--- src/rtl/nn_pkg.sv ---
// Shared constants, Q5.11 word type and loader FSM encoding for the MNIST
// pixel loader feeding neural_network.
package nn_pkg;

  localparam int unsigned INPUT_NEURONS = 784;
  localparam int unsigned WEIGHT_WIDTH  = 16;
  localparam int unsigned INT_WIDTH     = 5;
  localparam int unsigned FRACT_WIDTH   = 11;
  localparam int unsigned PIXEL_WIDTH   = 8;
  localparam int unsigned PIX_SHIFT     = 5;

  typedef logic signed [15:0] q5_11_t;

  typedef enum logic [2:0] {
    StIdle,
    StLoad,
    StLaunch,
    StWaitDone,
    StDrain
  } loader_state_e;

endpackage

--- src/rtl/pixel_quantizer.sv ---
// Combinational byte -> Q5.11 conversion: zero-extend and shift left, so the
// result is always non-negative (255 -> 16'h1FE0).
module pixel_quantizer #(
  parameter int unsigned PIXEL_WIDTH  = 8,
  parameter int unsigned WEIGHT_WIDTH = 16,
  parameter int unsigned PIX_SHIFT    = 5
) (
  input  logic [PIXEL_WIDTH-1:0]  pixel,
  output logic [WEIGHT_WIDTH-1:0] word
);

  logic [WEIGHT_WIDTH-1:0] pixel_ext;

  assign pixel_ext = {{(WEIGHT_WIDTH - PIXEL_WIDTH){1'b0}}, pixel};
  assign word      = pixel_ext << PIX_SHIFT;

endmodule

--- src/rtl/nn_pixel_loader.sv ---
// Streams one grayscale frame into the accelerator input buffer, launches the
// accelerator when the frame is complete and waits for its done edge.
module nn_pixel_loader #(
  parameter int unsigned INPUT_NEURONS = nn_pkg::INPUT_NEURONS,
  parameter int unsigned WEIGHT_WIDTH  = nn_pkg::WEIGHT_WIDTH,
  parameter int unsigned PIXEL_WIDTH   = nn_pkg::PIXEL_WIDTH,
  parameter int unsigned PIX_SHIFT     = nn_pkg::PIX_SHIFT,
  parameter int unsigned ADDR_WIDTH    = $clog2(INPUT_NEURONS)
) (
  input  logic                    clk,
  input  logic                    rst_n,
  input  logic                    s_valid,
  output logic                    s_ready,
  input  logic [PIXEL_WIDTH-1:0]  s_data,
  input  logic                    s_last,
  output logic                    wr_en,
  output logic [ADDR_WIDTH-1:0]   wr_addr,
  output logic [WEIGHT_WIDTH-1:0] wr_data,
  output logic                    start,
  input  logic                    nn_done,
  output logic                    busy,
  output logic                    len_err,
  output logic [15:0]             frames_ok
);

  import nn_pkg::*;

  localparam logic [ADDR_WIDTH-1:0] LastIdx = ADDR_WIDTH'(INPUT_NEURONS - 1);

  loader_state_e           state_q, state_d;
  logic [ADDR_WIDTH-1:0]   pix_cnt_q, pix_cnt_d;
  logic                    ready_q;
  logic                    wr_en_q, wr_en_d;
  logic [ADDR_WIDTH-1:0]   wr_addr_q, wr_addr_d;
  logic [WEIGHT_WIDTH-1:0] wr_data_q, wr_data_d;
  logic [WEIGHT_WIDTH-1:0] pix_word;
  logic                    len_err_q, len_err_d;
  logic                    busy_q;
  logic [15:0]             frames_q;
  logic                    done_q;
  logic                    accept;
  logic                    done_rise;

  pixel_quantizer #(
    .PIXEL_WIDTH  (PIXEL_WIDTH),
    .WEIGHT_WIDTH (WEIGHT_WIDTH),
    .PIX_SHIFT    (PIX_SHIFT)
  ) u_quant (
    .pixel (s_data),
    .word  (pix_word)
  );

  assign accept    = s_valid & ready_q;
  assign done_rise = nn_done & ~done_q;

  always_comb begin
    state_d   = state_q;
    pix_cnt_d = pix_cnt_q;
    wr_en_d   = 1'b0;
    wr_addr_d = wr_addr_q;
    len_err_d = 1'b0;
    unique case (state_q)
      StIdle: begin
        if (accept) begin
          wr_en_d   = 1'b1;
          wr_addr_d = '0;
          if (s_last) begin
            len_err_d = 1'b1;
            pix_cnt_d = '0;
          end else begin
            pix_cnt_d = ADDR_WIDTH'(1);
            state_d   = StLoad;
          end
        end
      end
      StLoad: begin
        if (accept) begin
          wr_en_d   = 1'b1;
          wr_addr_d = pix_cnt_q;
          if (pix_cnt_q == LastIdx) begin
            pix_cnt_d = '0;
            len_err_d = ~s_last;
            state_d   = s_last ? StLaunch : StDrain;
          end else if (s_last) begin
            pix_cnt_d = '0;
            len_err_d = 1'b1;
            state_d   = StIdle;
          end else begin
            pix_cnt_d = pix_cnt_q + 1'b1;
          end
        end
      end
      StDrain: begin
        // Excess bytes of a long frame are swallowed; the first frame's worth is kept.
        if (accept && s_last) begin
          state_d = StLaunch;
        end
      end
      StLaunch: begin
        state_d = StWaitDone;
      end
      StWaitDone: begin
        if (done_rise) begin
          pix_cnt_d = '0;
          state_d   = StIdle;
        end
      end
      default: begin
        state_d = StIdle;
      end
    endcase
  end

  assign wr_data_d = wr_en_d ? pix_word : wr_data_q;

  always_ff @(posedge clk or negedge rst_n) begin
    if (!rst_n) begin
      state_q   <= StIdle;
      pix_cnt_q <= '0;
      ready_q   <= 1'b0;
      wr_en_q   <= 1'b0;
      wr_addr_q <= '0;
      wr_data_q <= '0;
      len_err_q <= 1'b0;
      busy_q    <= 1'b0;
      frames_q  <= '0;
      done_q    <= 1'b0;
    end else begin
      state_q   <= state_d;
      pix_cnt_q <= pix_cnt_d;
      ready_q   <= (state_d == StIdle) || (state_d == StLoad) || (state_d == StDrain);
      wr_en_q   <= wr_en_d;
      wr_addr_q <= wr_addr_d;
      wr_data_q <= wr_data_d;
      len_err_q <= len_err_d;
      busy_q    <= (state_d != StIdle);
      done_q    <= nn_done;
      if (state_q == StLaunch) begin
        frames_q <= frames_q + 16'd1;
      end
    end
  end

  assign s_ready   = ready_q;
  assign wr_en     = wr_en_q;
  assign wr_addr   = wr_addr_q;
  assign wr_data   = wr_data_q;
  assign start     = (state_q == StLaunch);
  assign busy      = busy_q;
  assign len_err   = len_err_q;
  assign frames_ok = frames_q;

endmodule

--- config.mk ---
export PLATFORM = sky130hd
export DESIGN_NAME = nn_pixel_loader
export DESIGN_NICKNAME = d
export VERILOG_FILES = /design/src/rtl/nn_pkg.sv /design/src/rtl/pixel_quantizer.sv /design/src/rtl/nn_pixel_loader.sv
export SDC_FILE = /design/constraint.sdc
export NUM_CORES = 1
export LEC_CHECK = 0
export ABC_CLOCK_PERIOD_IN_PS = 1960
export CAP_MARGIN = 25
export CORE_MARGIN = 10
export CORE_UTILIZATION = 48
export CTS_BUF_LIST = sky130_fd_sc_hd__clkbuf_8
export CTS_CLUSTER_DIAMETER = 200
export CTS_CLUSTER_SIZE = 14
export DETAILED_ROUTE_END_ITERATION = 7
export PLACE_DENSITY_LB_ADDON = 0.2
export SYNTH_ARGS = -nofsm -noshare
export SYNTH_HDL_FRONTEND = slang
export SYNTH_HIERARCHICAL = 1
export SYNTH_SLANG_ARGS = --single-unit
--- constraint.sdc ---
create_clock -name clk -period 1.96 [get_ports clk]
set_input_delay 0.392 -clock clk [delete_from_list [all_inputs] [get_ports clk]]
set_output_delay 0.392 -clock clk [all_outputs]
set_load 0.005 [all_outputs]
## Word level (Yosys, flattened, before mapping)

Index checks and enable logic that the tools add are counted.

- Bits in registers: 52
- Logic and storage cells: 63

- Reduce and logical (&&, ||, !) cells: 11
- Bitwise logic cells: 4
- Add/sub/neg operators: 2
- Mux-type cells: 26
- Equal/unequal tests: 10

Operator list:

| cell | count |
|---|---|
| 10-bit two-way mux | 7 |
| 10-bit case mux with 3 select lines | 1 |
| 3-bit two-way mux | 8 |
| 10-bit case mux with 2 select lines | 1 |
| 16-bit by 1-bit adder with 16-bit output (second input constant) | 1 |
| 3-bit case mux with 5 select lines | 1 |
| 10-bit by 1-bit adder with 10-bit output (second input constant) | 1 |
| 10-bit == test (second input constant) | 1 |
| 1-bit two-way mux | 7 |
| 3-bit by 1-bit == test with 1-bit output (second input constant) | 2 |
| 3-bit by 2-bit == test with 1-bit output (second input constant) | 2 |
| 3-bit == test (second input constant) | 2 |
| 3-bit zero test | 2 |
| 2-bit inequality test (second input constant) | 3 |
| 3-bit nonzero test | 2 |
| 4-bit AND reduction | 1 |
| 3-bit AND reduction | 1 |
| 1-bit bitwise AND | 2 |
| 1-bit logical OR | 2 |
| 1-bit NOT | 2 |
| 1-bit case mux with 2 select lines | 1 |
| 2-bit nonzero test | 1 |
| 2-bit OR reduction | 1 |
| 1-bit logical AND | 1 |

## Longest topological paths before layout

- Depth in word-level cells: 7
- Gate-level depth with buffers: 7
- Gate-level depth less buffers: 5

## By module

The synthesis kept the hierarchy.

By module, submodules not included:

| module | sequential area each (µm²) | area an instance (µm²) | cells an instance | times used |
|---|---|---|---|---|
| nn_pixel_loader | 1501.4 | 2696.3 | 280 | 1 |
| pixel_quantizer | 0.0 | 123.9 | 17 | 1 |

## Worst setup path before layout

Ideal clock, no wire load.

- Path kind: register to register
- Start point: reg state_q[1]
- End point: reg pix_cnt_q[8]
- Period minus slack after synthesis: 1.928 ns
- Cell stages (with the launch flop): 7
- Data arrival time: 1.859 ns
- Buffers on the path: 2
- Setup slack: 0.032 ns
- Path through: dfrtp_1 > buf_6 > or4b_1 > buf_2 > a41o_1 > or4_1 > nand3_1

- Word-level cells in the longest chain between the ends: 3
- Elaborated cells between the ends (all ways): 9
- Classes of those cells: eq/ne: 5; mux: 1; reduce/logical: 3

Ends and longest elaborated chain:

| what | line | source |
|---|---|---|
| from (decl) | nn_pixel_loader.sv:30 | `loader_state_e state_q, state_d;` |
| from (signal assigned) | nn_pixel_loader.sv:118 | `state_q <= StIdle;` |
| from (signal assigned) | nn_pixel_loader.sv:129 | `state_q <= state_d;` |
| 3-bit by 2-bit == test with 1-bit output (tied with other cells) | nn_pixel_loader.sv:62 | `unique case (state_q)` |
| 2-bit inequality test (no line) or 3-bit nonzero test (tied branches) | n/a |  |
| 4-bit AND reduction (no line) | n/a |  |
| to (signal assigned) | nn_pixel_loader.sv:130 | `pix_cnt_q <= pix_cnt_d;` |
| to (decl) | nn_pixel_loader.sv:31 | `logic [ADDR_WIDTH-1:0] pix_cnt_q, pix_cnt_d;` |

Several ways; a longest one is shown, not always the timed one.
A chain may end at the register's enable or synchronous reset.

## Worst setup path in the final report

- Start point: in s_last
- End point: reg pix_cnt_q[5]

- Word-level cells in the longest chain between the ends: 4

Ends and longest elaborated chain:

| what | line | source |
|---|---|---|
| from (decl) | nn_pixel_loader.sv:15 | `input logic s_last,` |
| 10-bit two-way mux | nn_pixel_loader.sv:84 | `end else if (s_last) begin` |
| 10-bit two-way mux | nn_pixel_loader.sv:80 | `if (pix_cnt_q == LastIdx) begin` |
| 10-bit two-way mux | nn_pixel_loader.sv:77 | `if (accept) begin` |
| 10-bit case mux with 3 select lines | nn_pixel_loader.sv:62 |  |

Every way passes these cells. The select of a mux whose other input is x is not followed.

==> impl_metrics.toml <==
[finish]
nets = 384
layout.cells.most_common_list = "sky130_fd_sc_hd__nand2_1 (82), sky130_fd_sc_hd__dfrtp_1 (60), sky130_fd_sc_hd__clkdlybuf4s50_1 (57)"
layout_commonest_cell = "sky130_fd_sc_hd__nand2_1"
antennaDiodeCount = 0
final_layout_size_suffix_gt1_share_pct = 14.4
area_grow_syn2layout_pct = 33.0

[drt]
drt_wl_total_um = 6320
drc_errors = 0
num_vias = 2233
avgRoutedWirePerCell_um = 14.2
route.antenna.remaining_nets = 0
drt_first_iter_violations = 98
detailedRoute.firstPassIterationCount = 4
detailed_route_vias_per_instance = 5.01

[pwr]
power_frac_comb_pct = 21.1
total_switching_power_mw = 0.873
share_seq_of_total_power_pct = 45.0
switching_share_pct = 26.7
clockPowerShare_pct = 33.9
ir_drop_v = 0.000546
power_per_cell_area_mw_per_mm2 = 871
cellLeakagePower_nw = 1.81
cell_internal_pwr_mw = 2.39

[critical_path]
cp.required_ns = 2.20
start_kind = "primary input"
critical_path_arrival_ns = 2.17
worst_r2r_path_depth = 5
worst_path_dominant_cell_family = "buffers and inverters"
critPathMostFrequentCell = "sky130_fd_sc_hd__buf_4"
crit_path_max_fanout = 5
regToRegStartpoint = "pix_cnt_q[0]"
worst-r2r-setup-slack_ns = 0.12
critical_path.cell_chain = "clkdlybuf4s50_1 -> or4b_4 -> buf_4 -> a41oi_2 -> buf_4 -> a21oi_1 -> o22ai_1"
timing.setup.critical_path_class = "primary input to register"
end_kind = "register"
r2r-end = "pix_cnt_q[8]"
crit_path_max_incr_delay_ns = 0.55
crit_slowest_cell = "sky130_fd_sc_hd__or4b_4"
number_of_buffer_and_inverter_instances_along_the_worst_setup_path = 3

[synthesis]
synth-edff-count = 0
synth_async_sr_flop_share_pct = 100
synth.cell_area_mm2 = 0.00282
syn_area_per_cell_um2 = 9.50
netlist-cell-type-count = 43
yosys_warnings = 6
synth_top_flop_cell = "sky130_fd_sc_hd__dfrtp_1"
synth_area_leader_cell = "sky130_fd_sc_hd__dfrtp_1"
synth.ff_latch_count = 60
synth_cells = 297
post_synth_main_area_contributors = "sky130_fd_sc_hd__dfrtp_1 (53%), sky130_fd_sc_hd__nand2_1 (11%), sky130_fd_sc_hd__buf_4 (4.8%)"
synth.top_cell.area_share_pct = 53.2
synth.yosys.seq_area_share_pct = 53.2

[timing]
rsz_0062_raised_after_global_routing = "false"
hold_ws_ns = 0.0507
skew_ns = 0.00658
timing.final.hold_violations = 0
total_count_of_max_transition_violations_in_the_final_report = 0
fmaxAchievable_mhz = 519
setup_viol = 0
time_the_final_worst_path_needs_with_i_o_delays_and_setup_ns = 1.93
timing.final.crit_share_pct = 98.3
fin_ws_ns = 0.0339

[global_route]
grt_pass1_vias = 2249
grt_start_max_net_pins = 61
groute.usage.overall_pct = 14.0
grt_antenna_before_repair = 0
first_pass_grt_wire_length_um = 10900
globalRouteOverflowTotal = 0

[clock_tree]
clkSlewWorstSetupHoldPaths_ns = 0.07
clkSinkCount = 60
ctsHtreeMaxLevel = 3
tritoncts_clock_tree = "yes"
clkLatencyLatePin_ns = 0.34
cts_made_buffers = 9
deepest_clock_path_buffer_count = 2
cts_hold_buf = 0
post_cts_setup_buffer_count = 0
cts.root.buffer_cell = "sky130_fd_sc_hd__clkbuf_8"

[place]
post-dp-hpwl_um = 4600
post-place-ws_ns = -0.313
number_of_buffers_inserted_by_port_buffering = 59
place_congestion = 0.869

[floorplan]
dieWidth_um = 96.7
area_of_the_core_mm2 = 0.00561
placement_rows = 27
die-area_mm2 = 0.00934
starting_utilization_of_the_core_area_pct = 50.3
boundaryPins = 60
fp.dieH_um = 96.7

[status]
run_status = "finished clean"

[flow_run]
max_cap_viol_count = 0

[hold_path]
hp-class = "primary input to async pin"
## state kept, by name, indices dropped and copies added, names as in the netlist
name and count:
state_q 3, busy 1, frames_ok 16, pix_cnt_q 10, wr_addr 10, wr_data 16, s_ready 1, done_q 1
wr_en 1, len_err 1
## logic make-up (layout without fill, tap and decap cells)
family	count (synthesis)	after routing	synth area share, %
AO/OA/AOI/OAI	30	30	7.68
XOR/XNOR	15	15	4.66
adder cells (fa/ha/maj)	2	2	0.887
buffers and inverters	39	109	8.25
flip-flops	60	60	53.2
multiplexers	2	2	0.799
other	1	8	0.133
AND/OR/NAND/NOR	148	148	24.4
## synth_stat cells (3+ instances only)
library cell,number
sky130_fd_sc_hd__a21oi_1,4
sky130_fd_sc_hd__and2_1,4
sky130_fd_sc_hd__and3_1,3
sky130_fd_sc_hd__and4_1,3
sky130_fd_sc_hd__buf_1,3
sky130_fd_sc_hd__buf_2,3
sky130_fd_sc_hd__buf_4,18
sky130_fd_sc_hd__clkbuf_1,4
sky130_fd_sc_hd__dfrtp_1,60
sky130_fd_sc_hd__inv_1,8
sky130_fd_sc_hd__nand2_1,82
sky130_fd_sc_hd__nand2b_1,4
sky130_fd_sc_hd__nand3_1,25
sky130_fd_sc_hd__nand4_1,5
sky130_fd_sc_hd__nor2_1,11
sky130_fd_sc_hd__o21ai_0,6
sky130_fd_sc_hd__o31ai_1,5
sky130_fd_sc_hd__xnor2_1,13
## power groups by stage
stage          sequential, mW  clock [mW]  combinational [mW]
3_5_place_dp             1.49           0               0.690
3_3_place_gp             1.49           0               0.674
6_report                 1.47        1.11               0.688
4_1_cts                  1.47        1.14               0.692
2_1_floorplan            1.48           0               0.314
5_1_grt                  1.49        1.21               0.772
## through the flow
step | cells | instance area (um2) | total power [mW] | utilization, % | TNS, ns
detailed placement | 430 | 3540 | 2.18 | 63.1 | -2.63
global placement | 430 | 3540 | 2.16 | 63.1 | -2.12
finish | 446 | 3750 | 3.27 | 66.9 | 0
CTS | 446 | 3740 | 3.31 | 66.7 | 0
global route | 446 | 3750 | 3.47 | 66.9 | 0
floorplan | 304 | 2850 | 1.79 | - | 0
## worst max path at each step
stage	start	end	slack [ns]	cells past startpoint
floorplan	state_q[1]	pix_cnt_q[8]	0.03	6
global placement	s_last	pix_cnt_q[8]	-0.26	5
detailed placement	s_last	pix_cnt_q[8]	-0.31	5
CTS	state_q[0]	start	0.02	3
global route	state_q[0]	frames_ok[14]	0.01	6
finish	s_last	pix_cnt_q[5]	0.03	7
## cell type report
cell class	instances	area (um2)
Clock inverter	5	51.3
Sequential cell	60	1500
Inverter	9	33.8
Fill cell	447	1860
Clock buffer	11	151
Multi-Input combinational cell	205	1130
Timing Repair Buffer	84	793
Tap cell	72	90.1
## per-layer routing
metal  vias to the layer above  wire length, um  global-route usage (%)  part of all wire (%)
li1                       1121                -                       -                     -
met1                      1044             2860                    16.9                    45
met2                        64             2940                    21.6                    47
met3                         4              465                    5.89                   7.4
met4                         0               56                    5.07                  0.89
met5                         -                0                       0                     0
## what timing repair did
item,4_1_cts,5_1_grt
pin swaps,0,0
resized for setup,2,5
setup endpoints to repair,1,11
## worst reg2reg max path: stages, from the launching register on
cell and delay, ns:
sky130_fd_sc_hd__dfrtp_1 0.44, sky130_fd_sc_hd__ha_1 0.26, sky130_fd_sc_hd__and3_1 0.26, sky130_fd_sc_hd__a41o_1 0.26, sky130_fd_sc_hd__or4_1 0.46, sky130_fd_sc_hd__nand3_1 0.10
Power figures use the tool's default switching activity.
